[src/rtl/pipeline_pkg.sv]
// Shared definitions for the fetch front end: bus widths, reset defaults,
// fetch state encoding and the FIFO entry layout (address + byte).
package pipeline_pkg;

    localparam int ADDR_W = 16;
    localparam int DATA_W = 8;

    localparam logic [ADDR_W-1:0] RESET_VECTOR = 16'h0000;
    localparam logic [DATA_W-1:0] NOP_OPCODE   = 8'h00;

    typedef enum logic [1:0] {
        IDLE     = 2'd0,
        RUN      = 2'd1,
        REDIRECT = 2'd2
    } fetch_state_e;

    typedef struct packed {
        logic [ADDR_W-1:0] addr;
        logic [DATA_W-1:0] data;
    } fetch_entry_t;

endpackage

[src/rtl/fetch_fifo.sv]
// Small synchronous FIFO of fetched {address, byte} entries.
// Flush has priority over push/pop. Push while full is accepted only
// together with a pop, so occupancy can stay at DEPTH without loss.
module fetch_fifo
    import pipeline_pkg::*;
#(
    parameter int DEPTH = 4
) (
    input  logic                       clk,
    input  logic                       clr_n,
    input  logic                       push,
    input  fetch_entry_t               push_entry,
    input  logic                       pop,
    input  logic                       flush,
    output fetch_entry_t               head,
    output logic [$clog2(DEPTH+1)-1:0] count
);

    localparam int PTR_W = $clog2(DEPTH);
    localparam int CNT_W = $clog2(DEPTH+1);
    localparam logic [CNT_W-1:0] FULL_CNT = CNT_W'(DEPTH);

    fetch_entry_t     mem_r [DEPTH];
    logic [PTR_W-1:0] wr_ptr_r;
    logic [PTR_W-1:0] rd_ptr_r;
    logic [CNT_W-1:0] count_r;
    logic             do_push_s;
    logic             do_pop_s;

    // Qualify push/pop against occupancy; a flush cancels both.
    always_comb begin
        do_push_s = 1'b0;
        do_pop_s  = 1'b0;
        if (flush) begin
            do_push_s = 1'b0;
            do_pop_s  = 1'b0;
        end else begin
            do_pop_s  = pop && (count_r != '0);
            do_push_s = push && ((count_r != FULL_CNT) || do_pop_s);
        end
    end

    // Pointer and occupancy bookkeeping.
    always_ff @(posedge clk or negedge clr_n) begin
        if (!clr_n) begin
            wr_ptr_r <= '0;
            rd_ptr_r <= '0;
            count_r  <= '0;
        end else if (flush) begin
            wr_ptr_r <= '0;
            rd_ptr_r <= '0;
            count_r  <= '0;
        end else begin
            if (do_push_s) begin
                wr_ptr_r <= wr_ptr_r + 1'b1;
            end
            if (do_pop_s) begin
                rd_ptr_r <= rd_ptr_r + 1'b1;
            end
            case ({do_push_s, do_pop_s})
                2'b10:   count_r <= count_r + 1'b1;
                2'b01:   count_r <= count_r - 1'b1;
                default: count_r <= count_r;
            endcase
        end
    end

    // Entry storage; contents are only meaningful below count.
    always_ff @(posedge clk) begin
        if (do_push_s) begin
            mem_r[wr_ptr_r] <= push_entry;
        end
    end

    assign head  = mem_r[rd_ptr_r];
    assign count = count_r;

endmodule

[src/rtl/instruction_fetch.sv]
// Fetch front end: owns the fetch PC, issues one-cycle-latency ROM reads
// under a credit limit tied to FIFO depth, squashes the read in flight at
// a redirect, and presents one byte per cycle to pipeline stage 0.
module instruction_fetch #(
    parameter int          DEPTH        = 4,
    parameter logic [15:0] RESET_VECTOR = pipeline_pkg::RESET_VECTOR,
    parameter logic [7:0]  NOP_OPCODE   = pipeline_pkg::NOP_OPCODE
) (
    input  logic        ClockIn,
    input  logic        ResetIn_n,
    input  logic        Stall,
    input  logic        LoadPC,
    input  logic [15:0] LoadValue,
    output logic [15:0] MemAddr,
    output logic        MemRd,
    input  logic [7:0]  MemRdData,
    output logic [7:0]  MEMDATA,
    output logic        FetchValid,
    output logic [15:0] PCOut
);

    import pipeline_pkg::*;

    localparam int CNT_W = $clog2(DEPTH+1);
    localparam int OUT_W = CNT_W + 2;

    fetch_state_e     state_r;
    fetch_state_e     state_nxt_s;
    logic [15:0]      pc_r;
    logic [15:0]      pc_nxt_s;
    logic [15:0]      mem_addr_r;
    logic [15:0]      mem_addr_nxt_s;
    logic             mem_rd_r;
    logic             mem_rd_nxt_s;
    logic             rd_pending_r;   // read data is on MemRdData this cycle
    logic [15:0]      rd_addr_r;      // address of that returning read
    logic             squash_r;       // returning read predates a redirect

    logic             fetch_valid_s;
    logic             pop_s;
    logic             ret_live_s;
    logic             push_s;
    logic [OUT_W-1:0] outstanding_s;
    logic             credit_ok_s;
    fetch_entry_t     push_entry_s;
    fetch_entry_t     head_s;
    logic [CNT_W-1:0] count_s;

    fetch_fifo #(
        .DEPTH(DEPTH)
    ) u_fifo (
        .clk       (ClockIn),
        .clr_n     (ResetIn_n),
        .push      (push_s),
        .push_entry(push_entry_s),
        .pop       (pop_s),
        .flush     (LoadPC),
        .head      (head_s),
        .count     (count_s)
    );

    assign push_entry_s = '{addr: rd_addr_r, data: MemRdData};

    // Consume/return handshakes and the outstanding-byte credit check.
    always_comb begin
        fetch_valid_s = (count_s != '0);
        pop_s         = fetch_valid_s & ~Stall & ~LoadPC;
        ret_live_s    = rd_pending_r & ~squash_r;
        push_s        = ret_live_s & ~LoadPC;
        outstanding_s = OUT_W'(count_s) + OUT_W'(ret_live_s) + OUT_W'(mem_rd_r);
        credit_ok_s   = (outstanding_s + OUT_W'(1'b1)) <= (OUT_W'(DEPTH) + OUT_W'(pop_s));
    end

    // Next state and next read request; a redirect always issues its target
    // immediately since the flush frees every credit.
    always_comb begin
        state_nxt_s    = state_r;
        pc_nxt_s       = pc_r;
        mem_addr_nxt_s = mem_addr_r;
        mem_rd_nxt_s   = 1'b0;
        if (LoadPC) begin
            state_nxt_s    = REDIRECT;
            mem_rd_nxt_s   = 1'b1;
            mem_addr_nxt_s = LoadValue;
            pc_nxt_s       = LoadValue + 16'd1;
        end else begin
            case (state_r)
                IDLE:     state_nxt_s = RUN;
                RUN:      state_nxt_s = RUN;
                REDIRECT: state_nxt_s = RUN;
                default:  state_nxt_s = IDLE;
            endcase
            if ((state_nxt_s == RUN) && credit_ok_s) begin
                mem_rd_nxt_s   = 1'b1;
                mem_addr_nxt_s = pc_r;
                pc_nxt_s       = pc_r + 16'd1;
            end else begin
                mem_rd_nxt_s   = 1'b0;
            end
        end
    end

    // State, PC and registered ROM request.
    always_ff @(posedge ClockIn or negedge ResetIn_n) begin
        if (!ResetIn_n) begin
            state_r    <= IDLE;
            pc_r       <= RESET_VECTOR;
            mem_addr_r <= RESET_VECTOR;
            mem_rd_r   <= 1'b0;
        end else begin
            state_r    <= state_nxt_s;
            pc_r       <= pc_nxt_s;
            mem_addr_r <= mem_addr_nxt_s;
            mem_rd_r   <= mem_rd_nxt_s;
        end
    end

    // Track the read whose data arrives next cycle and whether it is stale.
    always_ff @(posedge ClockIn or negedge ResetIn_n) begin
        if (!ResetIn_n) begin
            rd_pending_r <= 1'b0;
            rd_addr_r    <= RESET_VECTOR;
            squash_r     <= 1'b0;
        end else begin
            rd_pending_r <= mem_rd_r;
            rd_addr_r    <= mem_addr_r;
            squash_r     <= LoadPC & mem_rd_r;
        end
    end

    // Stage-0 view: FIFO head, or NOP with the address expected next.
    always_comb begin
        FetchValid = fetch_valid_s;
        MEMDATA    = NOP_OPCODE;
        PCOut      = pc_r;
        if (fetch_valid_s) begin
            MEMDATA = head_s.data;
            PCOut   = head_s.addr;
        end else if (ret_live_s) begin
            PCOut   = rd_addr_r;
        end else if (mem_rd_r) begin
            PCOut   = mem_addr_r;
        end else begin
            PCOut   = pc_r;
        end
    end

    assign MemAddr = mem_addr_r;
    assign MemRd   = mem_rd_r;

endmodule

[config.mk]
export PLATFORM = sky130hd
export DESIGN_NAME = instruction_fetch
export DESIGN_NICKNAME = d
export VERILOG_FILES = /design/src/rtl/pipeline_pkg.sv /design/src/rtl/fetch_fifo.sv /design/src/rtl/instruction_fetch.sv
export SDC_FILE = /design/constraint.sdc
export NUM_CORES = 1
export LEC_CHECK = 0
export BUFFER_PORTS_ARGS = -buffer_cell sky130_fd_sc_hd__buf_2
export CORE_MARGIN = 3
export CORE_UTILIZATION = 40
export CTS_CLUSTER_SIZE = 16
export DETAILED_ROUTE_END_ITERATION = 8
export GPL_TIMING_DRIVEN = 0
export PLACE_DENSITY = 0.64
export RECOVER_POWER = 50
export SYNTH_ARGS = -nofsm -noshare
export SYNTH_HDL_FRONTEND = slang
export SYNTH_SLANG_ARGS = --single-unit
[constraint.sdc]
create_clock -name ClockIn -period 4.6 [get_ports ClockIn]
set_input_delay 0.23 -clock ClockIn [delete_from_list [all_inputs] [get_ports ClockIn]]
set_output_delay 0.23 -clock ClockIn [all_outputs]
set_load 0.03 [all_outputs]
Word level (Yosys, flattened, before mapping)
Memories as Yosys holds them, arrays and structs flattened.
Index checks and enable logic that the tools add are counted.
{ "word_totals": {"register_bits": 60, "ramBits": 96, "inputBits": 28, "output_inout_bits": 42, "word_cells": 70, "n_memories": 1} }
{ "mem_list": {"columns": ["name", "depth", "word_bits", "read_ports", "rd_clocked_by_memory_dff", "wr", "line_no", "rtl"], "rows": [
  ["u_fifo.mem_r", 4, 24, 1, 0, 1, "fetch_fifo.sv:23", "fetch_entry_t mem_r [DEPTH];"]
]} }
{ "classes": {"add_sub_neg": 10, "n_lt_le_gt_ge": 1, "eq_ne": 6, "n_mux": 23, "bitwise": 8, "reduce_logical": 11} }
{ "ops": {"columns": ["operator", "count"], "rows": [
  ["two-way mux 16 bit", 7],
  ["adder 16 x 1 -> 16 bit, second input constant", 2],
  ["two-way mux 2 bit", 6],
  ["two-way mux 8 bit", 1],
  ["two-way mux 1 bit", 7],
  ["== test 2 x 1 -> 1 bit, second input constant", 3],
  ["case mux 3 bit (2 select lines)", 1],
  ["nonzero test 2 bit", 3],
  ["nonzero test 3 bit", 2],
  ["adder 4 x 1 -> 5 bit", 1],
  ["adder 5 x 1 -> 5 bit, second input constant", 1],
  ["AND 1 bit", 5],
  ["less-or-equal comparator 5 x 4 -> 1 bit", 1],
  ["adder 2 x 1 -> 2 bit, second input constant", 2],
  ["adder 3 x 1 -> 4 bit", 1],
  ["adder 3 x 1 -> 4 bit, first input constant", 1],
  ["== test 2 bit, second input constant", 2],
  ["adder 3 x 1 -> 3 bit, second input constant", 1],
  ["logical AND 1 bit", 3],
  ["two-way mux 3 bit", 1],
  ["inequality test 3 bit, second input constant", 1],
  ["NOT 1 bit", 3],
  ["OR reduction 3 bit", 1],
  ["subtractor 3 x 1 -> 3 bit, second input constant", 1],
  ["other kinds (2)", 2]
]} }

Longest topological paths before layout
Gate-level depths: netlist of the first run.
{ "logic_depth": {"depth_word": 10, "mapped_depth": 14, "depth_no_buf": 11} }

Cells and area by module
A second synthesis of the first run with hierarchy kept.
{ "hier_totals": {"cells_unflattened": 538, "area_unflattened_um2": 7299.5} }
{ "by_module_without_submodules": {"columns": ["module", "instances", "cells_each", "area_each_um2", "seq_area_each_um2"], "rows": [
  ["fetch_fifo", 1, 189, 4066.4, 3057.9],
  ["instruction_fetch", 1, 349, 3233.1, 1326.3]
]} }

Worst setup path after synthesis of the first run
OpenSTA, ideal clock, no wires.
{ "synth_timing": {"path_kind": "register to register", "start": "register mem_rd_r (netlist: MemRd)", "end": "register pc_r[15]", "setup_ns": 0.139, "t_arrival_ns": 3.430, "required_time_ns": 4.461, "path_slack_ns": 1.031, "stages_incl_launch_ff": 14, "path_buffers": 3, "synth_period_minus_slack_ns": 3.569, "cell_sequence": "dfrtp_1 clkbuf_1 buf_2 inv_1 ha_1 inv_1 ha_1 fa_1 o21bai_1 a22oi_1 and2_2 buf_2 a21oi_1 or4_1"} }
{ "synth_via": {"elab_chain_len": 5} }
{ "synth_rtl": {"columns": ["item", "line_no", "rtl"], "rows": [
  ["start: declaration", "instruction_fetch.sv:33", "logic mem_rd_r;"],
  ["start signal: assignment", "instruction_fetch.sv:114", "mem_rd_r <= mem_rd_nxt_s;"],
  ["adder 4 x 1 -> 5 bit", "instruction_fetch.sv:70", "outstanding_s = OUT_W'(count_s) + OUT_W'(ret_live_s) + OUT_W'(mem_rd_r);"],
  ["adder 5 x 1 -> 5 bit", "instruction_fetch.sv:71", "credit_ok_s = (outstanding_s + OUT_W'(1'b1)) <= (OUT_W'(DEPTH) + OUT_W'(pop_s));"],
  ["less-or-equal comparator 5 x 4 -> 1 bit", "instruction_fetch.sv:71", null],
  ["logical AND 1 bit", "instruction_fetch.sv:93", "if ((state_nxt_s == RUN) && credit_ok_s) begin"],
  ["nonzero test 2 bit (no source line)", null, null],
  ["end signal: assignment", "instruction_fetch.sv:112", "pc_r <= pc_nxt_s;"],
  ["end: declaration", "instruction_fetch.sv:29", "logic [15:0] pc_r;"]
]} }
Every way passes these cells.
A chain may end at the register's enable or synchronous reset.

Worst setup path after layout of the first run
{ "layout_timing": {"start": "input LoadPC", "end": "register mem_addr_r[0] (netlist: MemAddr[0])"} }
{ "layout_via": {"elab_chain_len": 6, "elab_cells_between_ends": 7, "classes_between": "add/sub: 1; order compare: 1; mux: 1; bitwise: 2; reduce/logical: 2"} }
{ "layout_rtl": {"columns": ["item", "line_no", "rtl"], "rows": [
  ["start: declaration", "instruction_fetch.sv:12", "input logic LoadPC,"],
  ["NOT 1 bit", "instruction_fetch.sv:67", "pop_s = fetch_valid_s & ~Stall & ~LoadPC;"],
  ["AND 1 bit", "instruction_fetch.sv:67", null],
  ["adder 3 x 1 -> 4 bit", "instruction_fetch.sv:71", null],
  ["less-or-equal comparator 5 x 4 -> 1 bit", "instruction_fetch.sv:71", null],
  ["logical AND 1 bit", "instruction_fetch.sv:93", null],
  ["nonzero test 2 bit (no source line)", null, null],
  ["end signal: assignment", "instruction_fetch.sv:113", "mem_addr_r <= mem_addr_nxt_s;"],
  ["end: declaration", "instruction_fetch.sv:31", "logic [15:0] mem_addr_r;"]
]} }
Several ways; a longest one is shown, not always the timed one.

==> results of run 1 <==
## final cells by class
type / count / area share
clock inverters: 12 / 0.01936
well taps: 225 / 0.03351
repair buffers: 72 / 0.04214
multi-input cells: 330 / 0.3042
flip-flops and latches: 156 / 0.5218
inverters: 16 / 0.007148
clock buffers: 20 / 0.05450
plain buffers: 33 / 0.01727
## metrics by stage
step | utilization | area (um2)
after floorplan | - | 7146
after global placement | 0.4463 | 7772
after detailed placement | 0.4474 | 7792
after CTS | 0.4842 | 8433
after global routing | 0.4824 | 8402
final | 0.4824 | 8402
## layer usage
layer	vias up	share of wire	track usage
li1	2172	-	-
met1	2249	0.44	0.2282
met2	119	0.49	0.2858
met3	16	0.046	0.03746
met4	0	0.015	0.05507
met5	-	0	0
## timing repair
item                                    4_1_cts  5_1_grt
endpoints found under the setup margin        0        0
resized for setup                             0        0
hold buffers                                  2        0
endpoints found under the hold margin        23        0
## Yosys cell counts, types with 5 or more instances
library cell / count / area (um2)
edfxtp_1: 96 / 2883
o21ai_0: 31 / 155.2
buf_2: 6 / 30.03
dfrtp_1: 60 / 1501
mux4_2: 24 / 540.5
inv_1: 16 / 60.06
ha_1: 9 / 112.6
nand4_1: 9 / 56.30
nor3_1: 7 / 35.03
nand2_1: 46 / 172.7
buf_1: 5 / 18.77
clkbuf_1: 20 / 75.07
nor2_1: 32 / 120.1
a21oi_1: 26 / 130.1
mux2i_1: 36 / 360.4
xor2_1: 14 / 122.6
nand3_1: 14 / 70.07
xnor2_1: 10 / 87.58
and3_1: 5 / 31.28
and2_1: 11 / 68.82
## power groups by stage
stage / clock (mW) / combinational [mW] / sequential (mW)
2_1_floorplan: 0 / 1.59 / 2.12
3_5_place_dp: 0 / 2.36 / 2.10
3_3_place_gp: 0 / 2.33 / 2.07
5_1_grt: 1.54 / 2.54 / 2.11
4_1_cts: 1.47 / 2.37 / 2.07
6_report: 1.45 / 2.33 / 2.07
## cell families (layout without fill, tap and decap cells)
logic type      after synthesis  count (layout)  share of synthesized area
buf+inv                      49             153                    0.02872
simple gates                149             149                     0.1059
mux                          64              64                     0.1324
flops                       156             156                     0.6136
compound gates               82              82                    0.06864
fa+ha+maj                    11              11                    0.02136
xor+xnor                     24              24                    0.02942
## critical path: cells and delay by family
family / cells / cell delay, ns
AND/OR/NAND/NOR: 2 / 0.47
buffers and inverters: 8 / 2.80
adder cells (fa/ha/maj): 1 / 0.30
AO/OA/AOI/OAI: 4 / 0.66
## path summary, 6_finish.rpt
check,from,depth (start not counted),slack (ns),end
worst max register to register,MemRd$_DFF_PN0_,13,0.64,MemAddr[0]$_DFFE_PN0P_
max in group asynchronous,ResetIn_n,3,1.41,rd_addr_r[6]$_DFF_PN0_
worst max-delay path,LoadPC,15,0.44,MemAddr[0]$_DFFE_PN0P_
worst min register to register,MemAddr[2]$_DFFE_PN0P_,0,0.43,rd_addr_r[2]$_DFF_PN0_
worst min-delay path,MemRdData[5],1,0.06,u_fifo.mem_r[2][5]$_DFFE_PP_
min in group asynchronous,ResetIn_n,2,0.61,pc_r[13]$_DFFE_PN0P_
## flip-flops by register name, indices dropped and copies added (netlist names)
| name | cells |
|---|---|
| state_r | 2 |
| squash_r | 1 |
| u_fifo.count | 3 |
| MemAddr | 16 |
| pc_r | 16 |
| u_fifo.mem_r | 96 |
| u_fifo.rd_ptr_r | 2 |
| rd_pending_r | 1 |
| u_fifo.wr_ptr_r | 2 |
| MemRd | 1 |
| rd_addr_r | 16 |
==> flow_metrics.env, run 1 <==
export IMPL_outcome="finished with violations"
export IMPL_violations="max-capacitance violations, max-slew violations"
export IMPL_clk_latency_ns=0.42
export IMPL_synth_ff_type="edfxtp_1"
export IMPL_power_density_nw_per_um2=695.6
export IMPL_synth_area_per_cell_um2=13.36
export IMPL_hold_class="in -> reg"
export IMPL_ys_async_sr_fraction=0.3846
export IMPL_period_minus_slack_ns=4.162
export IMPL_crit_required_ns=4.91
export IMPL_route_detailed_drc=0
export IMPL_antenna_found_initial=0
export IMPL_arrival_ns=4.48
export IMPL_grt_max_degree=39
export IMPL_combPwrFrac=0.399
export IMPL_fin_tns_setup_ns=0
export IMPL_grt_pass1_wl_um=26090
export IMPL_area_growth_pct=17.58
export IMPL_root_buffer="clkbuf_16"
export IMPL_rsz0062_at_grt="false"
export IMPL_multi_input_area_um2=2556
export IMPL_synth_seq_area_share=0.6136
export IMPL_synthesis_nets=574
export IMPL_grt_pass1_vias=4743
export IMPL_swShare=0.3985
export IMPL_ys_ff_latch=156
export IMPL_dr_pass1_iters=5
export IMPL_fillCellCount=1576
export IMPL_critPathMaxStageDelay_ns=0.52
export IMPL_maxCapViolCount=1
export IMPL_syn_inst=535
export IMPL_clk_pin_slew_ns=0.06
export IMPL_ant_nets=0
export IMPL_cts_setup_buffers=0
export IMPL_drt_iter0_markers=277
export IMPL_internal_power_mw=3.515
export IMPL_fp_dieArea_um2=19500
export IMPL_power_frac_clock=0.248
export IMPL_dp_slack_ns=0.5331
export IMPL_final_common_cell="edfxtp_1"
export IMPL_cts_tree="done"
export IMPL_clk_path_buf_depth=2
export IMPL_start_util=0.4103
export IMPL_clkSinkCount=156
export IMPL_synth_warnings=0
export IMPL_final_cell_mix="96 x edfxtp_1, 63 x buf_2, 60 x dfrtp_1"
export IMPL_nNetsFinal=665
export IMPL_fp_dieW_um=139.7
export IMPL_cp_end_kind="flop"
export IMPL_cts_made_buffers=17
export IMPL_max_freq_mhz=240.3
export IMPL_synth_edf_count=96
export IMPL_io_pins=70
export IMPL_num_vias=4556
export IMPL_die_h_um=139.7
export IMPL_detail_route_wl_per_cell_um=18.72
export IMPL_tightest_slew_ns=2.113
export IMPL_drt_vias_per_instance=5.273
export IMPL_fin_ws_ns=0.4384
export IMPL_relSlewSlack=-0.4083
export IMPL_num_antenna_cells=0
export IMPL_seqPwrFrac=0.354
export IMPL_period_share=0.9047
export IMPL_p_sw_mw=2.329
export IMPL_cpMostUsedCell="clkbuf_1"
export IMPL_start_kind="primary input"
export IMPL_seq_area_um2=4384
export IMPL_hold_viol=0
export IMPL_power_mw=5.845
export IMPL_syn_area_um2=7146
export IMPL_drv_slew=39
export IMPL_num_rows=48
export IMPL_htreeDepth=4
export IMPL_placedCellCount=830
export IMPL_setup_viol=0
export IMPL_core_area_um2=17420
export IMPL_peakVddDrop_v=0.0003045
export IMPL_grt_use_total=0.1724
export IMPL_hold_ws_ns=0.06372
export IMPL_finClkSkew_ns=0.005884
export IMPL_cpMaxStageDelayCell="dlygate4sd3_1"
export IMPL_crit_type="in -> reg"
export IMPL_io_buffers=69
export IMPL_place_hpwl_um=11460
export IMPL_gr_total_overflow=0
export IMPL_synth_cell_types=56
export IMPL_path_max_fanout=10
export IMPL_gp_congestion=0.8452
export IMPL_power_leakage_nw=3.258
export IMPL_path_cells="dlygate4sd3_1, buf_2, buf_4, clkbuf_1, clkbuf_8, clkbuf_1, buf_1, nor3_1, ha_1, o21bai_1, a22oi_1, clkbuf_1, a21oi_1, or2_2, o21a_1"
export IMPL_stdcell_count=864
export IMPL_wl_um=16180
export IMPL_drive_above_1_share=0.2034
Power figures use the tool's default switching activity.
==> run 2, diff against run 1 <==
Settings changed: CORE_ASPECT_RATIO from default to 1.75.
==> run 2 against run 1 <==
Effect of this change: the run still ends with max-capacitance violations, max-slew violations left; maximum frequency down 1.3%; setup slack worse by 0.055 ns; global-route usage up 0.14 points; first-iteration DRC count down 8.7%; final area up 0.43%; critical path depth unchanged; via count up 1.6%; worst hold slack worse by 0.0061 ns; power up 1.7%; non-clock buffer count down 1; clock power up 7%; wire length up 0.69%; critical path type unchanged.
==> flow_metrics.env, run 2 (synthesized netlist as in run 1, its figures left out) <==
export IMPL_largest_reg_flops=96
export IMPL_core_area_um2=17540
export IMPL_power_density_nw_per_um2=704.4
export IMPL_drv_slew=61
export IMPL_gr_usage_met1=0.1905
export IMPL_cts_tree="done"
export IMPL_crit_type="in -> reg"
export IMPL_fillCellCount=1543
export IMPL_fin_tns_setup_ns=0
export IMPL_tightest_slew_ns=3.282
export IMPL_power_leakage_nw=3.289
export IMPL_io_pins=70
export IMPL_rsz0062_at_grt="false"
export IMPL_drt_iter0_markers=253
export IMPL_dr_pass1_iters=4
export IMPL_io_buffers=69
export IMPL_grt_busiest_layer="met2"
export IMPL_violations="max-capacitance violations, max-slew violations"
export IMPL_wl_um=16290
export IMPL_area_growth_pct=18.09
export IMPL_fp_dieW_um=107.0
export IMPL_drt_vias_per_instance=5.328
export IMPL_period_share=0.9165
export IMPL_arrival_ns=4.52
export IMPL_antenna_found_initial=0
export IMPL_detail_route_wl_per_cell_um=18.74
export IMPL_top_register="u_fifo.mem_r"
export IMPL_grt_use_total=0.1738
export IMPL_nNetsFinal=664
export IMPL_cts_setup_buffers=0
export IMPL_final_cell_mix="96 x edfxtp_1, 63 x buf_2, 60 x dfrtp_1"
export IMPL_clkSinkCount=156
export IMPL_num_antenna_cells=0
export IMPL_num_vias=4630
export IMPL_grt_use_met2=0.3155
export IMPL_peakVddDrop_v=0.0002749
export IMPL_hold_ws_ns=0.05762
export IMPL_gr_total_overflow=0
export IMPL_start_util=0.4075
export IMPL_route_detailed_drc=0
export IMPL_outcome="finished with violations"
export IMPL_met3_usage=0.03100
export IMPL_ant_nets=0
export IMPL_setup_viol=0
export IMPL_fin_util=0.4812
export IMPL_root_buffer="clkbuf_16"
export IMPL_die_h_um=182.8
export IMPL_relSlewSlack=-1.188
export IMPL_path_max_fanout=10
export IMPL_cts_made_buffers=17
export IMPL_clk_path_buf_depth=2
export IMPL_grt_pass1_vias=4985
export IMPL_final_common_cell="edfxtp_1"
export IMPL_clk_pin_slew_ns=0.06
export IMPL_power_mw=5.944
export IMPL_grt_max_degree=61
export IMPL_grt_pass1_wl_um=26110
export IMPL_drive_above_1_share=0.2006
export IMPL_fp_dieArea_um2=19570
export IMPL_htreeDepth=4
export IMPL_finClkSkew_ns=0.007492
export IMPL_place_hpwl_um=11950
export IMPL_hold_class="in -> reg"
export IMPL_maxCapViolCount=1
export IMPL_crit_required_ns=4.91
export IMPL_start_kind="primary input"
export IMPL_hold_viol=0
export IMPL_max_freq_mhz=237.2
export IMPL_clk_latency_ns=0.42
export IMPL_gp_congestion=0.8626
export IMPL_period_minus_slack_ns=4.216
export IMPL_cp_end_kind="flop"
export IMPL_num_rows=64
[run 2: changes by cell type in the layout (fill, tap and decap cells not counted), sizes merged]
cell,delta
buf,-1
bufinv,+3
clkbuf,-2
clkinv,+3
clkinvlp,-4
[run 2: per-stage QoR]
stage	area, um2	cells	worst slack, ns
after global placement	7780	835	0.3500
after floorplan	7146	535	1.031
final	8438	869	0.3839
after detailed placement	7780	835	0.3267
after global routing	8438	869	0.1905
after CTS	8442	868	0.2127
[run 2: per-layer routing]
metal | share of wire | vias to the layer above | wire length, um
met3 | 0.042 | 39 | 691
li1 | - | 2169 | -
met1 | 0.37 | 2277 | 6083
met2 | 0.55 | 145 | 8917
met5 | 0 | - | 0
met4 | 0.037 | 0 | 595
[run 2: path summary, 6_finish.rpt]
check / from / endpoint / slack (ns) / cells after the start
max reg2reg: MemRd$_DFF_PN0_ / MemAddr[0]$_DFFE_PN0P_ / 0.50 / 13
min: LoadValue[15] / MemAddr[15]$_DFFE_PN0P_ / 0.06 / 3
min reg2reg: MemAddr[11]$_DFFE_PN0P_ / rd_addr_r[11]$_DFF_PN0_ / 0.42 / 0
max in group asynchronous: ResetIn_n / rd_addr_r[0]$_DFF_PN0_ / 1.28 / 2
max: LoadPC / MemAddr[0]$_DFFE_PN0P_ / 0.38 / 15
min in group asynchronous: ResetIn_n / rd_addr_r[14]$_DFF_PN0_ / 1.44 / 2
[run 2: final cells by class]
cell class | instances | area [um2] | area share
plain buffers | 33 | 146.4 | 0.01735
clock buffers | 18 | 429.2 | 0.05086
clock inverters | 14 | 222.7 | 0.02639
inverters | 16 | 60.06 | 0.007117
multi-input cells | 330 | 2556 | 0.3029
flip-flops and latches | 156 | 4384 | 0.5196
well taps | 231 | 289.0 | 0.03425
repair buffers | 71 | 350.3 | 0.04152
[run 2: where the power goes]
group / switching, mW / internal [mW] / total, mW
sequential: 0.231 / 1.83 / 2.06
combinational: 1.54 / 0.798 / 2.34
clock: 0.538 / 1.01 / 1.55
total: 2.31 / 3.64 / 5.94
[run 2: repair_timing]
item	4_1_cts	5_1_grt
endpoints found under the setup margin	0	1
resized for setup	0	1
endpoints found under the hold margin	1	60
hold buffers	1	1
[run 2: worst max-delay path, stage by stage]
cell and delay [ns]:
dlygate4sd3_1 0.52, buf_2 0.17, buf_4 0.22, clkbuf_1 0.43, clkbuf_8 0.30, clkbuf_1 0.35
clkbuf_2 0.35, nor3_1 0.12, ha_1 0.30, o21bai_1 0.08, a22oi_1 0.24, clkbuf_1 0.48
a21oi_1 0.26, or2_2 0.35, o21a_1 0.11
